===== config.mk =====
export PLATFORM = sky130hd
export DESIGN_NAME = load_store_unit
export DESIGN_NICKNAME = d
export VERILOG_FILES = /design/src/rtl/load_store_unit.sv
export SDC_FILE = /design/constraint.sdc
export NUM_CORES = 1
export LEC_CHECK = 0
export CAP_MARGIN = 20
export CORE_MARGIN = 5
export CORE_UTILIZATION = 48
export CTS_BUF_LIST = sky130_fd_sc_hd__clkbuf_2 sky130_fd_sc_hd__clkbuf_4 sky130_fd_sc_hd__clkbuf_8
export DETAILED_ROUTE_END_ITERATION = 8
export HOLD_SLACK_MARGIN = 0.1
export PLACE_DENSITY = 0.89
export SKIP_LAST_GASP = 1
export SLEW_MARGIN = 20
export SYNTH_ARGS = -nofsm -noshare
export SYNTH_HDL_FRONTEND = slang
export SYNTH_SLANG_ARGS = --single-unit

===== constraint.sdc =====
create_clock -name clock -period 3.7 [get_ports clock]
set_clock_uncertainty 0.2 [all_clocks]
set_input_delay 0.925 -clock clock [delete_from_list [all_inputs] [get_ports clock]]
set_output_delay 0.925 -clock clock [all_outputs]
set_load 0.03 [all_outputs]

===== src/rtl/load_store_unit.sv =====
// Load/store unit: byte/half/word accesses onto a word-wide DataMemory (RMW for sub-word stores).
// Optional misalignment trap: define LSU_MISALIGN_TRAP_EN.
module load_store_unit #(
    parameter int ADDR_WIDTH = 7,
    parameter bit BIG_ENDIAN = 1'b0
) (
    input  logic                  clock,
    input  logic                  reset,
    input  logic                  req_valid,
    output logic                  req_ready,
    input  logic                  req_write,
    input  logic [1:0]            req_size,
    input  logic                  req_unsigned,
    input  logic [ADDR_WIDTH-1:0] req_addr,
    input  logic [31:0]           req_wdata,
    output logic                  resp_valid,
    output logic [31:0]           resp_rdata,
    output logic [ADDR_WIDTH-1:0] mem_address,
    output logic                  mem_WriteEnable,
    output logic [31:0]           mem_WriteData,
    input  logic [31:0]           mem_MemData
`ifdef LSU_MISALIGN_TRAP_EN
    ,
    output logic                  misalign_err
`endif
);

    typedef enum logic [1:0] {IDLE, READ, WRITE, RESP} state_e;

    state_e                  state_q, state_d;
    logic                    write_q;
    logic [1:0]              size_q;
    logic                    uns_q;
    logic [ADDR_WIDTH-1:0]   addr_q;
    logic [31:0]             wdata_q;
    logic [31:0]             rdata_q;
    logic                    err_q;

    logic                    accept;
    logic                    mis;
    logic                    is_byte, is_half;
    logic [1:0]              a_lo, off;
    logic [4:0]              shamt;
    logic [31:0]             shifted, extracted, mask, merged;

    assign req_ready       = (state_q == IDLE);
    assign accept          = req_valid & req_ready;
    assign resp_valid      = (state_q == RESP);
    assign resp_rdata      = rdata_q;
    assign mem_WriteEnable = (state_q == WRITE);
    assign mem_WriteData   = wdata_q;
    assign mem_address     = {addr_q[ADDR_WIDTH-1:2], 2'b00};

`ifdef LSU_MISALIGN_TRAP_EN
    assign mis = ((req_size == 2'b01) & req_addr[0]) |
                 (req_size[1] & (|req_addr[1:0]));
    assign misalign_err = err_q;
`else
    assign mis = 1'b0;
`endif

    // Lane offset of the datum's least-significant byte within the word
    assign is_byte = (size_q == 2'b00);
    assign is_half = (size_q == 2'b01);

    always_comb begin
        a_lo = 2'b00;
        off  = 2'b00;
        if (is_byte) begin
            a_lo = addr_q[1:0];
            off  = BIG_ENDIAN ? 2'd3 - a_lo : a_lo;
        end else if (is_half) begin
            a_lo = {addr_q[1], 1'b0};
            off  = BIG_ENDIAN ? 2'd2 - a_lo : a_lo;
        end
    end

    assign shamt   = {off, 3'b000};
    assign shifted = mem_MemData >> shamt;

    always_comb begin
        extracted = mem_MemData;
        mask      = 32'hFFFF_FFFF;
        if (is_byte) begin
            extracted = {{24{~uns_q & shifted[7]}}, shifted[7:0]};
            mask      = 32'h0000_00FF << shamt;
        end else if (is_half) begin
            extracted = {{16{~uns_q & shifted[15]}}, shifted[15:0]};
            mask      = 32'h0000_FFFF << shamt;
        end
        merged = (mem_MemData & ~mask) | ((wdata_q << shamt) & mask);
    end

    always_comb begin
        state_d = state_q;
        unique case (state_q)
            IDLE: begin
                if (accept) begin
                    if (mis)
                        state_d = RESP;
                    else if (req_write & req_size[1])
                        state_d = WRITE;
                    else
                        state_d = READ;
                end
            end
            READ:    state_d = write_q ? WRITE : RESP;
            WRITE:   state_d = RESP;
            RESP:    state_d = IDLE;
            default: state_d = IDLE;
        endcase
    end

    always_ff @(posedge clock or posedge reset) begin
        if (reset)
            state_q <= IDLE;
        else
            state_q <= state_d;
    end

    always_ff @(posedge clock or posedge reset) begin
        if (reset) begin
            write_q <= 1'b0;
            size_q  <= 2'b00;
            uns_q   <= 1'b0;
            addr_q  <= '0;
            wdata_q <= '0;
            rdata_q <= '0;
            err_q   <= 1'b0;
        end else begin
            if (accept) begin
                write_q <= req_write;
                size_q  <= req_size;
                uns_q   <= req_unsigned;
                addr_q  <= req_addr;
                wdata_q <= req_wdata;
                err_q   <= mis;
                if (mis)
                    rdata_q <= '0;
            end
            // wdata_q doubles as the merge buffer for sub-word stores
            if (state_q == READ) begin
                if (write_q)
                    wdata_q <= merged;
                else
                    rdata_q <= extracted;
            end
            if (state_q == WRITE)
                rdata_q <= '0;
        end
    end

endmodule

==> flow_summary.toml <==
[final_layout]
n_fill_cell = 792
area_delta_synth_final_pct = 36.6
drive_above_1_share_pct = 12.7
nets = 735
antenna_cells = 0
final_cell_count_no_fill = 788
multi_input_area_sq_mm = 0.00247
regArea_sq_mm = 0.00193

[clock_network]
post_cts_buffers = 0
clockRootBuffer = "clkbuf_8"
cts-buffers-inserted = 9
clk_pin_slew_ns = 0.08
cts_tree = "built"
ctsResizeCount = 0
cts_num_sinks = 77
clk_latency_ns = 0.36
htreeDepth = 3
cts_hold_buffers = 0
cts_buffer_depth = 2

[timing]
final_max_slew_viol_count = 0
setup_ws_ns = 0.427
period_share_pct = 88.5
max_freq_mhz = 306
tns_ns = 0
tightest_slew_ns = 0.985
period_minus_slack_ns = 3.27
finalHoldViolCount = 0
rsz0062_at_grt = "no"
worst_hold_slack_ns = 0.280
relSlewSlack_pct = 34.3
final-setup-viol-count = 0

[placement]
pre_cts_ws_ns = 0.693
port_buffers = 149
placedCellCount = 773
gp_congestion = 0.975
dp_hpwl_mm = 12.3

[logic_synthesis]
synthFlopType = "dfrtp_1"
netlist.area_leader.share_pct = 40.9
ys_top_cells_by_count = "dfrtp_1, nand2_1, nor2_1"
synthTopCellsByArea = "dfrtp_1, nand2_1, a21oi_1"
syn_inst = 521
synth.yosys.warnings = 0
synth_area_sq_mm = 0.00472
synth_largest_area_cell = "dfrtp_1"
synth_edf_count = 0
avgSynthCellArea_sq_um = 9.05
ys_async_sr_fraction_pct = 100
synth.yosys.seq_area_share_pct = 40.9
synth_cell_types = 56
yosysMostFrequentCell = "dfrtp_1"
ys_ff_latch = 77

[drt]
route.detailed.drc = 0
drtIter0Drc = 394
dr.pass1.iters = 5
via_per_inst = 6.11
drt-total-wl_mm = 16.2
num_vias = 4811
postRouteAntennaNets = 0
wl_per_cell_microns = 20.5

[grt]
grt_first_pass_wirelength_mm = 25.1
grt_max_degree = 49
grt_pass1_vias = 4647
grt_overflow = 0
track_usage_pct = 27.5
grt_antenna_before_repair = 0

[floorplanning]
die-area_sq_mm = 0.0119
rows = 36
ios = 152
initial_core_util_pct = 48.7
core_area_sq_mm = 0.00968
dieHeight_microns = 109
die_w_microns = 109

[worst_setup_path]
path_max_fanout = 11
startpoint_type = "register"
cp.required_ns = 2.57
crit_type = "reg -> out"
critPathArrivalTime_ns = 2.15
endpoint_kind = "primary output"

[power]
p_leak_nw = 2.61
power_density_mw_per_mm2 = 1050
peakVddDrop_mv = 0.664

[status]
outcome = "complete, no violations"

[flow_run]
drv_cap = 0

[min_path]
hp-class = "reg -> reg"
metal layers:
layer / routed length, microns / vias up / GRT usage, %
met3: 1990 / 48 / 7.34
met2: 7500 / 339 / 44.0
met5: 0 / - / 0
li1: - / 2140 / -
met1: 6210 / 2284 / 35.9
met4: 481 / 0 / 9.47
placed cells by master (no fill, tap or decap), drive strengths merged, types with 10 or more instances in the layout:
| cell type | n |
|---|---|
| clkdlybuf4s50 | 149 |
| nor2 | 53 |
| nand3 | 12 |
| a21oi | 43 |
| mux2 | 19 |
| dfrtp | 77 |
| o221ai | 10 |
| o22ai | 24 |
| o21ai | 65 |
| buf | 11 |
| mux2i | 17 |
| inv | 13 |
| nand2 | 58 |
metrics by stage:
step / instance area, sq um / utilization, % / power, mW
after floorplan: 4720 / - / 4.66
after global placement: 6200 / 64.1 / 5.82
after detailed placement: 6200 / 64.1 / 5.96
after CTS: 6440 / 66.5 / 6.74
after global routing: 6440 / 66.5 / 7.19
final: 6440 / 66.5 / 6.78
worst max-delay path: stages (launching register included):
cell	delay, ns
dfrtp_1	0.41
inv_1	0.15
ha_1	0.46
clkdlybuf4s50_1	0.76
layout make-up:
cell class	count	area share (%)
multi-input combinational	390	38.4
tap	133	2.58
clock buffer	9	1.92
inverter	13	0.758
sequential	77	29.9
clock inverter	6	1.75
timing repair buffer	160	24.6
report_power, final:
group          switching (mW)  internal (mW)  total (mW)
clock                   0.328          0.446       0.774
sequential              0.414           1.26        1.68
combinational            2.61           1.71        4.33
kinds of logic (layout without fill, tap and decap cells):
family	count (synthesis)	in the layout	synth area share (%)
buf+inv	55	188	6.82
mux	36	36	8.22
simple gates	158	158	15.9
flops	77	77	40.9
other cells	1	2	0.0795
compound gates	188	188	26.5
fa+ha+maj	6	6	1.59
final timing paths:
kind	from	to	slack [ns]	cells after the start
worst max-delay path	state_q[0]	mem_WriteEnable	0.43	3
worst min-delay path	resp_rdata[13]	resp_rdata[13]	0.28	2
worst max register to register	addr_q[0]	register	0.90	7
worst min register to register	resp_rdata[13]	resp_rdata[13]	0.28	2
max in group asynchronous	reset	async pin	1.83	3
min in group asynchronous	reset	state_q[0]	0.77	2
Power figures use the tool's default switching activity.
